### src/rtl/tnn_pkg.sv
// Shared types for the temporal neural network blocks.
package tnn_pkg;

  typedef enum logic {
    TIE_PRIORITY,
    TIE_ALL
  } tie_mode_t;

  typedef enum logic {
    COLLECT,
    SATURATED
  } li_state_t;

endpackage

### src/rtl/kwta_select.sv
// Grants the lowest-index set bits of req, at most slots of them.
module kwta_select #(
  parameter int unsigned NEURONS = 8
) (
  input  logic [NEURONS-1:0]         req,
  input  logic [$clog2(NEURONS+1)-1:0] slots,
  output logic [NEURONS-1:0]         grant
);

  localparam int unsigned CW = $clog2(NEURONS + 1);

  logic [CW-1:0] taken;

  always_comb begin
    grant = '0;
    taken = '0;
    for (int i = 0; i < NEURONS; i++) begin
      if (req[i] && (taken < slots)) begin
        grant[i] = 1'b1;
        taken    = taken + 1'b1;
      end
    end
  end

endmodule

### src/rtl/kwta_inhibition.sv
// k-winner-take-all lateral inhibition over one gamma cycle of active-low spike lanes.
module kwta_inhibition
  import tnn_pkg::*;
#(
  parameter int unsigned NEURONS  = 8,
  parameter int unsigned K        = 1,
  parameter tie_mode_t   TIE_MODE = TIE_PRIORITY
) (
  input  logic                         clk,
  input  logic                         rst_n,
  input  logic [NEURONS-1:0]           in_spikes,
  input  logic                         gamma_clear,
  output logic [NEURONS-1:0]           out_spikes,
  output logic [NEURONS-1:0]           inhibited,
  output logic [$clog2(NEURONS+1)-1:0] winner_count,
  output logic                         saturated
);

  localparam int unsigned CW = $clog2(NEURONS + 1);
  localparam logic [CW-1:0] KC = CW'(K);

  function automatic logic [CW-1:0] popcount(input logic [NEURONS-1:0] v);
    logic [CW-1:0] c;
    c = '0;
    for (int i = 0; i < NEURONS; i++) c = c + CW'(v[i]);
    return c;
  endfunction

  logic [NEURONS-1:0] prev_q, prev_d;
  logic [NEURONS-1:0] win_q, win_d;
  logic [NEURONS-1:0] inh_q, inh_d;
  logic [CW-1:0]      count_q, count_d;
  li_state_t          state_q, state_d;

  logic [NEURONS-1:0] fire, grant, new_win, new_inh;
  logic [CW-1:0]      n_fire, slots;

  // Lanes already decided this gamma cycle cannot fire again.
  assign fire   = prev_q & ~in_spikes & ~win_q & ~inh_q;
  assign n_fire = popcount(fire);
  assign slots  = (count_q < KC) ? KC - count_q : '0;

  kwta_select #(
    .NEURONS(NEURONS)
  ) u_select (
    .req  (fire),
    .slots(slots),
    .grant(grant)
  );

  always_comb begin
    prev_d  = in_spikes;
    win_d   = win_q;
    inh_d   = inh_q;
    count_d = count_q;
    state_d = state_q;
    new_win = '0;
    new_inh = '0;
    if (gamma_clear) begin
      win_d   = '0;
      inh_d   = '0;
      count_d = '0;
      state_d = COLLECT;
    end else begin
      unique case (state_q)
        COLLECT: begin
          if ((n_fire <= slots) || (TIE_MODE == TIE_ALL)) new_win = fire;
          else                                            new_win = grant;
          new_inh = fire & ~new_win;
          win_d   = win_q | new_win;
          inh_d   = inh_q | new_inh;
          count_d = count_q + popcount(new_win);
          if (count_d >= KC) state_d = SATURATED;
        end
        SATURATED: begin
          inh_d = inh_q | fire;
        end
      endcase
    end
  end

  always_ff @(posedge clk) begin
    if (!rst_n) begin
      prev_q  <= '1;
      win_q   <= '0;
      inh_q   <= '0;
      count_q <= '0;
      state_q <= COLLECT;
    end else begin
      prev_q  <= prev_d;
      win_q   <= win_d;
      inh_q   <= inh_d;
      count_q <= count_d;
      state_q <= state_d;
    end
  end

  assign out_spikes   = ~win_q;
  assign inhibited    = inh_q;
  assign winner_count = count_q;
  assign saturated    = (state_q == SATURATED);

endmodule

### config.mk
export PLATFORM = sky130hd
export DESIGN_NAME = kwta_inhibition
export DESIGN_NICKNAME = d
export VERILOG_FILES = /design/src/rtl/tnn_pkg.sv /design/src/rtl/kwta_select.sv /design/src/rtl/kwta_inhibition.sv
export SDC_FILE = /design/constraint.sdc
export NUM_CORES = 1
export LEC_CHECK = 0
export ABC_CLOCK_PERIOD_IN_PS = 11390
export CAP_MARGIN = 20
export CORE_UTILIZATION = 57
export CTS_CLUSTER_SIZE = 24
export DETAILED_ROUTE_END_ITERATION = 16
export PLACE_DENSITY = 0.81
export SLEW_MARGIN = 20
export SYNTH_ARGS = -nofsm -noshare
export SYNTH_HDL_FRONTEND = slang
export SYNTH_SLANG_ARGS = --single-unit
### constraint.sdc
create_clock -name clk -period 11.39 [get_ports clk]
set_clock_uncertainty 0.2 [all_clocks]
set_input_delay 1.139 -clock clk [delete_from_list [all_inputs] [get_ports clk]]
set_output_delay 1.139 -clock clk [all_outputs]
set_load 0.02 [all_outputs]
Word-level counts from Yosys, hierarchy flattened
Index checks and enable logic that the tools add are counted.
{ "totals": {"reg_bits": 29, "in_bits": 11} }
{ "op_classes": {"bitwise": 13, "n_mux": 22, "magnitude_cmp": 11, "n_reduce_logical": 9, "addsub": 22} }
{ "op_table": {"columns": ["operator", "n"], "rows": [
  ["adder 4 x 1 -> 4 bit", 8],
  ["AND 8 bit", 4],
  ["NOT 8 bit", 4],
  ["2-to-1 mux 4 bit", 7],
  ["less-than comparator 4 bit", 6],
  ["2-to-1 mux 8 bit", 3],
  ["OR 8 bit", 3],
  ["adder 4 x 1 -> 4 bit (second input constant)", 5],
  ["case mux 8 bit (2 select lines)", 1],
  ["2-to-1 mux 1 bit", 11],
  ["adder 3 x 1 -> 4 bit", 2],
  ["logical AND 1 bit", 8],
  ["adder 2 x 1 -> 3 bit", 2],
  ["adder 1 x 1 -> 2 bit", 2],
  ["adder 4 bit", 1],
  ["greater-or-equal comparator 4 x 1 -> 1 bit (second input constant)", 1],
  ["less-or-equal comparator 4 bit", 1],
  ["less-than comparator 1 x 4 -> 1 bit", 1],
  ["less-than comparator 1 x 4 -> 1 bit (first input constant)", 1],
  ["less-than comparator 4 x 1 -> 1 bit (second input constant)", 1],
  ["subtractor 1 x 4 -> 4 bit (first input constant)", 1],
  ["adder 1 x 1 -> 2 bit (second input constant)", 1],
  ["NOT 1 bit", 2],
  ["OR reduction 2 bit", 1]
]} }

Depth between registers and ports, before layout
Gate-level depths: netlist of run 1.
{ "depth": {"depth_word": 41, "mapped_depth": 53, "depth_no_buf": 53} }

Cells and area by module
From an unflattened synthesis of run 1, not the netlist that was laid out.
{ "hier_totals": {"cells_unflattened": 330, "area_unflattened_um2": 2808.9} }
{ "modules_own_cells": {"columns": ["mod", "area_each_um2", "instances", "seq_area_each_um2", "cells_per_inst"], "rows": [
  ["kwta_inhibition", 1894.3, 1, 580.6, 210],
  ["kwta_select", 914.6, 1, 0.0, 120]
]} }

Worst setup path before layout of run 1
No wires, ideal clock.
{ "synth_path": {"path_type": "in2reg", "startpoint": "input port in_spikes[0]", "endpoint": "register count_q[2], in the netlist winner_count[2]", "path_buffers": 0, "path_slack_ns": 1.015, "t_arrival_ns": 10.047, "cell_stages": 42, "setup_ns": 0.128, "path_cell_list": "nor4b_1 o21ai_0 nand2_1 inv_1 ha_1 ha_1 nor2_1 nor3_1 o21ai_0 o31ai_1 ha_1 nor3b_1 a22o_1 nor2_1 mux2_2 ha_1 nor3_1 nand2_1 [... 6 more ...] a211o_1 xnor2_2 ha_1 a211o_1 o41ai_4 mux2_4 ha_1 nor3_1 mux2i_1 a21boi_0 o21bai_1 fa_1 fa_1 fa_1 xor2_1 nor2_1 a21oi_1 nor2_1"} }
{ "synth_between": {"elab_chain_len": 32, "elab_cells_between_ends": 59} }
{ "synth_lines": {"columns": ["item", "line_no", "source"], "rows": [
  ["start: declaration", "kwta_inhibition.sv:11", "input logic [NEURONS-1:0] in_spikes,"],
  ["NOT 8 bit *", "kwta_inhibition.sv:39", "assign fire = prev_q & ~in_spikes & ~win_q & ~inh_q;"],
  ["AND 8 bit * (3 in a row)", "kwta_inhibition.sv:39", null],
  ["logical AND 1 bit", "kwta_select.sv:18", "if (req[i] && (taken < slots)) begin"],
  ["2-to-1 mux 1 bit", "kwta_select.sv:18", null],
  ["less-than comparator 1 x 4 -> 1 bit", "kwta_select.sv:18", null],
  ["logical AND 1 bit", "kwta_select.sv:18", null],
  ["2-to-1 mux 4 bit", "kwta_select.sv:18", null],
  ["less-than comparator 4 bit", "kwta_select.sv:18", null],
  ["[... 14 more ...]", null, null],
  ["less-than comparator 4 bit", "kwta_select.sv:18", null],
  ["logical AND 1 bit", "kwta_select.sv:18", null],
  ["2-to-1 mux 1 bit", "kwta_select.sv:18", null],
  ["2-to-1 mux 8 bit *", "kwta_inhibition.sv:67", "if ((n_fire <= slots) || (TIE_MODE == TIE_ALL)) new_win = fire;"],
  ["2-to-1 mux 8 bit *", "kwta_inhibition.sv:65", "unique case (state_q)"],
  ["2-to-1 mux 8 bit *", "kwta_inhibition.sv:59", "if (gamma_clear) begin"],
  ["adder 4 x 1 -> 4 bit *", "kwta_inhibition.sv:25", "for (int i = 0; i < NEURONS; i++) c = c + CW'(v[i]);"],
  ["adder 4 bit *", "kwta_inhibition.sv:72", "count_d = count_q + popcount(new_win);"],
  ["end signal: assignment", "kwta_inhibition.sv:93", "count_q <= count_d;"],
  ["end: declaration", "kwta_inhibition.sv:32", "logic [CW-1:0] count_q, count_d;"]
]} }
Mark *: on every way between the ends. The rest lies on a longest branch, timed or not. The select of a mux whose other input is x is not followed.
A chain may end at the register's enable or synchronous reset.

Worst setup path after layout of run 1
Same ends and word-level chain as after synthesis.

==> results of run 1 <==
[critical path: cells and delay by family]
kind / cells / cell delay [ns]
mux: 3 / 0.87
compound gates: 9 / 1.79
xor+xnor: 3 / 0.63
simple gates: 16 / 2.62
buf+inv: 3 / 0.71
fa+ha+maj: 10 / 3.05
[cell usage after synthesis (all sizes together) (2+ instances only)]
master / count
ha: 33
inv: 33
nor2: 31
dfxtp: 29
nand2: 22
a21oi: 19
o21ai: 14
nand2b: 13
fa: 9
nor3: 7
a21o: 6
a31oi: 6
mux2: 6
nor2b: 6
xnor2: 5
xor2: 5
clkbuf: 4
nor4b: 4
o21a: 4
or3: 4
or4b: 4
a22o: 3
a211o: 2
a211oi: 2
a21boi: 2
a41o: 2
a41oi: 2
conb: 2
mux2i: 2
nand3: 2
o211a: 2
o31ai: 2
or2: 2
[cell families (layout without fill, tap and decap cells)]
family,after synthesis,count (layout)
AOI/OAI and AO/OA,73,73
xor gates and xnor gates,10,10
adders and majority gates,42,42
buffers and inverters,38,77
DFF,29,29
muxes,8,8
other,2,8
and+or+nand+nor,102,102
[how the worst max path moves through the flow]
stage	from	end	slack [ns]	cells after the start
global placement	in_spikes[0]	saturated	0.18	40
finish	in_spikes[0]	winner_count[2]	0.53	44
floorplan	in_spikes[0]	winner_count[2]	1.02	42
global route	in_spikes[0]	winner_count[3]	0.02	49
CTS	in_spikes[0]	saturated	0.22	42
detailed placement	in_spikes[0]	saturated	-0.02	42
[state kept, by name, indices dropped and copies added, names as in the netlist]
name,cells
saturated,1
winner_count,4
win_q,8
inhibited,8
prev_q,8
[repair_timing]
item                                    in CTS  in global routing
hold endpoints to repair                     0                  0
resized for setup                            0                 12
endpoints found under the setup margin       0                  4
[cell usage in the layout (no fill, tap or decap), drive strengths merged, types with 7 or more instances in the layout]
master	Yosys	layout
o21ai	14	14
inv	33	33
nor3	7	7
fa	9	9
nor2	31	31
nand2	22	22
clkdlybuf4s50	0	31
dfxtp	29	29
nand2b	13	13
ha	33	33
conb	2	8
a21oi	19	19
[per-layer routing]
| metal | vias to the layer above | wire length, um | global-route usage |
|---|---|---|---|
| li1 | 1151 | - | - |
| met5 | - | 0 | 0 |
| met2 | 54 | 3120 | 0.459 |
| met1 | 1088 | 2710 | 0.327 |
| met3 | 6 | 207 | 0.0480 |
| met4 | 0 | 47 | 0.0622 |
[layout make-up]
| cell class | instances | area (sq um) |
|---|---|---|
| Multi-Input combinational cell | 243 | 1970 |
| Fill cell | 347 | 1210 |
| Sequential cell | 29 | 581 |
| Timing Repair Buffer | 35 | 340 |
| Inverter | 34 | 133 |
| Clock buffer | 6 | 72.6 |
| Tap cell | 52 | 65.1 |
| Clock inverter | 2 | 10.0 |
[stage by stage]
stage	hold WS (ns)	instance area (sq um)	TNS [ns]
after floorplan	0.255	2650	0
after global placement	0.254	3040	0
after detailed placement	0.258	3040	-0.0480
after CTS	0.268	3120	0
after global routing	0.290	3170	0
final	0.266	3170	0
==> flow_summary.ini, run 1 <==
[sta]
hold_violations = 0
fmax_mhz = 92.1
slew_viol_final = 0
finalCritPeriodShare = 0.953
fin_crit_ns = 10.86
tightest_slew_ns = 0.824
rsz0062_at_grt = false
setup_viol = 0
slew_headroom = 0.451
final.setup.worst_slack_ns = 0.530

[clock_network]
hold_buffers = 0
cts-root-buf = clkbuf_8
cts_sinks = 29
post_cts_buffers = 0
clock_path_buffers = 2
clock_latency_ns = 0.29
cts_tree = yes
numCtsBuffers = 5
clock_tree.htree_level_count = 2
clk_pin_slew_worst_paths_ns = 0.07

[run]
maxCapViolCount = 0

[placed_design]
dp.cells = 393
hpwlAfterDp_mm = 4.75
io_buffers = 31
dpl_worst_slack_ns = -0.0237
place_congestion = 0.862

[synthesis]
synth_top_area_share = 0.221
yosys_most_used_dff = dfxtp_1
synth_warnings = 0
synth_area_leaders = dfxtp_1 (22%), ha_1 (16%), fa_1 (6.9%)
synth-async-reset-ratio = 0
syn_inst = 304
synth-simple-area-share = 0.210
synth_compound_area_frac = 0.204
post_synth_num_cell_types = 59
avgSynthCellArea_sq_um = 8.63
yosys.area_share.xor_xnor = 0.0420
seq_area_frac_synth = 0.221
synth_adder_area_share = 0.226
synth-edff-count = 0
synth_top_family_by_area = adder cells
ys_ff_latch = 29
yosysTopAreaCell = dfxtp_1
synth_area_sq_um = 2620
muxShareOfSynthArea = 0.0377

[route]
wl_per_cell_um = 15.2
firstDrtPassIters = 7
wirelength_mm = 6.09
viasPerCell = 5.73
remaining_drc_errors = 0
vias = 2299
antenna_left = 0
initialDrtViolationCount = 108

[final_layout]
post-route-util = 0.724
antennaDiodeCount = 0
nets = 401
post_route_cells_drive_above_1_share = 0.138
final_cells = 401
area_growth_pct = 21.0

[grt]
grt_max_degree = 21
grt_usage = 0.260
grt_pass1_vias = 2244
grt_pass1_wl_mm = 10.1
antenna_found_initial = 0
grt_overflow = 0

[floorplanning]
pin_count = 32
initial_utilization = 0.598
die_y_um = 69.8
dieArea_sq_um = 4880
core_sq_um = 4380
dieWidth_um = 69.8
num_rows = 24

[setup_path]
crit_type = input pin to flip-flop
reg2reg_setup_slack_ns = 1.03
path_common_cell = ha_1
cp.arrival_ns = 10.80
crit_required_ns = 11.33
crit_slowest_cell = fa_1
rr_endpoint = winner_count[2]
worstPathMaxFanout = 5
endpoint_kind = flip-flop
r2r_cells = 44
reg2reg_from = winner_count[3]
startpoint_type = input pin
critPathMaxStageDelay_ns = 0.48

[worst_hold_path]
hp-start = win_q[6]
hold_path_depth = 2
min_to = win_q[6]
hold_path_class = flip-flop to flip-flop

[status]
status = completed
Power of run 1 is not shown: default switching activity piles up to over one toggle a cycle in this logic, so the estimate is an artifact.
==> run 2: changes to the inputs <==
--- a/config.mk
+++ b/config.mk
@@ -7,6 +7,7 @@
 export LEC_CHECK = 0
 export ABC_CLOCK_PERIOD_IN_PS = 11390
 export CAP_MARGIN = 20
+export CORE_MARGIN = 5
 export CORE_UTILIZATION = 57
 export CTS_CLUSTER_SIZE = 24
 export DETAILED_ROUTE_END_ITERATION = 16
==> run 2 against run 1 <==
Net effect: die area rose by 24%; wire length rose by 5.2%; sequential share of layout area fell by 0.27 points; first-iteration DRC count fell by 7.4%; register-to-register slack got worse by 0.02 ns; critical path type unchanged; flip-flop and latch count did not move; critical path depth rose by 1.
==> flow_summary.ini, run 2 (same netlist as run 1, synthesis figures left out) <==
[placed_design]
place_congestion = 0.846
io_buffers = 31
dpl_worst_slack_ns = -0.133
hpwlAfterDp_mm = 5.07

[grt]
top_usage_layer = met2
grt_overflow = 0
use_met2 = 0.385
grt_pass1_vias = 2391
grt_use_met3 = 0.0498
grt_use_met1 = 0.250
grt_usage = 0.213
antenna_found_initial = 0
grt_max_degree = 21
grt_pass1_wl_mm = 10.8

[setup_path]
endpoint_kind = flip-flop
crit_type = input pin to flip-flop
reg2reg_setup_slack_ns = 1.01
cp.arrival_ns = 10.69
startpoint_type = input pin
path_buf_inv = 2
reg2reg_from = winner_count[3]
worstPathMaxFanout = 4
r2r_cells = 44
path_common_cell = ha_1
crit_family = adder cells
critPathMaxStageDelay_ns = 0.49
crit_required_ns = 11.33
rr_endpoint = winner_count[2]
crit_slowest_cell = fa_1

[floorplanning]
die_y_um = 77.8
dieWidth_um = 77.8
dieArea_sq_um = 6060
num_rows = 24
pin_count = 32
initial_utilization = 0.594
core_sq_um = 4410

[clock_network]
cts_sinks = 29
clk_pin_slew_worst_paths_ns = 0.06
cts-root-buf = clkbuf_8
numCtsBuffers = 5
clock_path_buffers = 2
clock_latency_ns = 0.28
hold_buffers = 0
cts_tree = yes
clock_tree.htree_level_count = 2

[sta]
finalCritPeriodShare = 0.944
slew_viol_final = 0
final.setup.worst_slack_ns = 0.643
setup_viol = 0
tightest_slew_ns = 0.752
rsz0062_at_grt = false
slew_headroom = 0.498
hold_violations = 0
whs_ns = 0.267
fin_crit_ns = 10.75
fmax_mhz = 93.1

[final_layout]
post_route_cells_drive_above_1_share = 0.148
post-route-util = 0.730
area_growth_pct = 22.8
nets = 403
antennaDiodeCount = 0
final_cell_mix = inv_1 (32), ha_1 (32), clkdlybuf4s50_1 (31)

[worst_hold_path]
hold_path_depth = 2
hp-start = win_q[6]
hold_path_class = flip-flop to flip-flop
min_to = win_q[6]

[route]
vias = 2335
antenna_left = 0
viasPerCell = 5.79
initialDrtViolationCount = 100
wl_per_cell_um = 15.9
firstDrtPassIters = 4
wirelength_mm = 6.40
remaining_drc_errors = 0

[run]
maxCapViolCount = 0

[status]
status = completed
## run 2: worst max path at each step
stage,startpoint,end,slack (ns),depth (start not counted)
after global placement,in_spikes[0],winner_count[2],0.24,42
after detailed placement,in_spikes[0],winner_count[2],-0.13,41
final,in_spikes[0],winner_count[2],0.64,45
after CTS,in_spikes[0],winner_count[2],0.14,42
after global routing,in_spikes[0],winner_count[2],0.05,45
after floorplan,in_spikes[0],winner_count[2],1.02,42
## run 2: layer usage
metal  vias to the layer above  routed length [um]  part of all wire
met1                      1119                2760              0.43
met3                         8                 227             0.035
li1                       1146                   -                 -
met4                         0                  66             0.010
met2                        62                3350              0.52
met5                         -                   0                 0
## run 2: stage by stage
step | cell area [sq um] | cells | TNS, ns
2_1_floorplan | 2650 | 310 | 0
3_3_place_gp | 3040 | 394 | 0
3_5_place_dp | 3040 | 394 | -0.224
4_1_cts | 3130 | 402 | 0
5_1_grt | 3220 | 403 | 0
6_report | 3220 | 403 | 0
## run 2: layout make-up
cell class / count / area (sq um)
Sequential cell: 29 / 581
Clock buffer: 6 / 72.6
Fill cell: 347 / 1190
Timing Repair Buffer: 37 / 355
Inverter: 34 / 133
Tap cell: 52 / 65.1
Multi-Input combinational cell: 243 / 2010
Clock inverter: 2 / 10.0
## run 2: worst register-to-register path: cells and delay by family, from the launching register on
kind | cells | cell delay (ns)
flip-flops | 1 | 0.36
multiplexers | 4 | 1.26
XOR/XNOR | 1 | 0.21
AO/OA/AOI/OAI | 14 | 2.52
AND/OR/NAND/NOR | 13 | 2.13
adder cells (fa/ha/maj) | 10 | 3.30
buffers and inverters | 2 | 0.29
## run 2: repair_timing
| action | in CTS | in global routing |
|---|---|---|
| setup endpoints to repair | 0 | 5 |
| resized for setup | 0 | 19 |
| buffers inserted | 0 | 1 |
Power of run 2 is left out for the same reason.
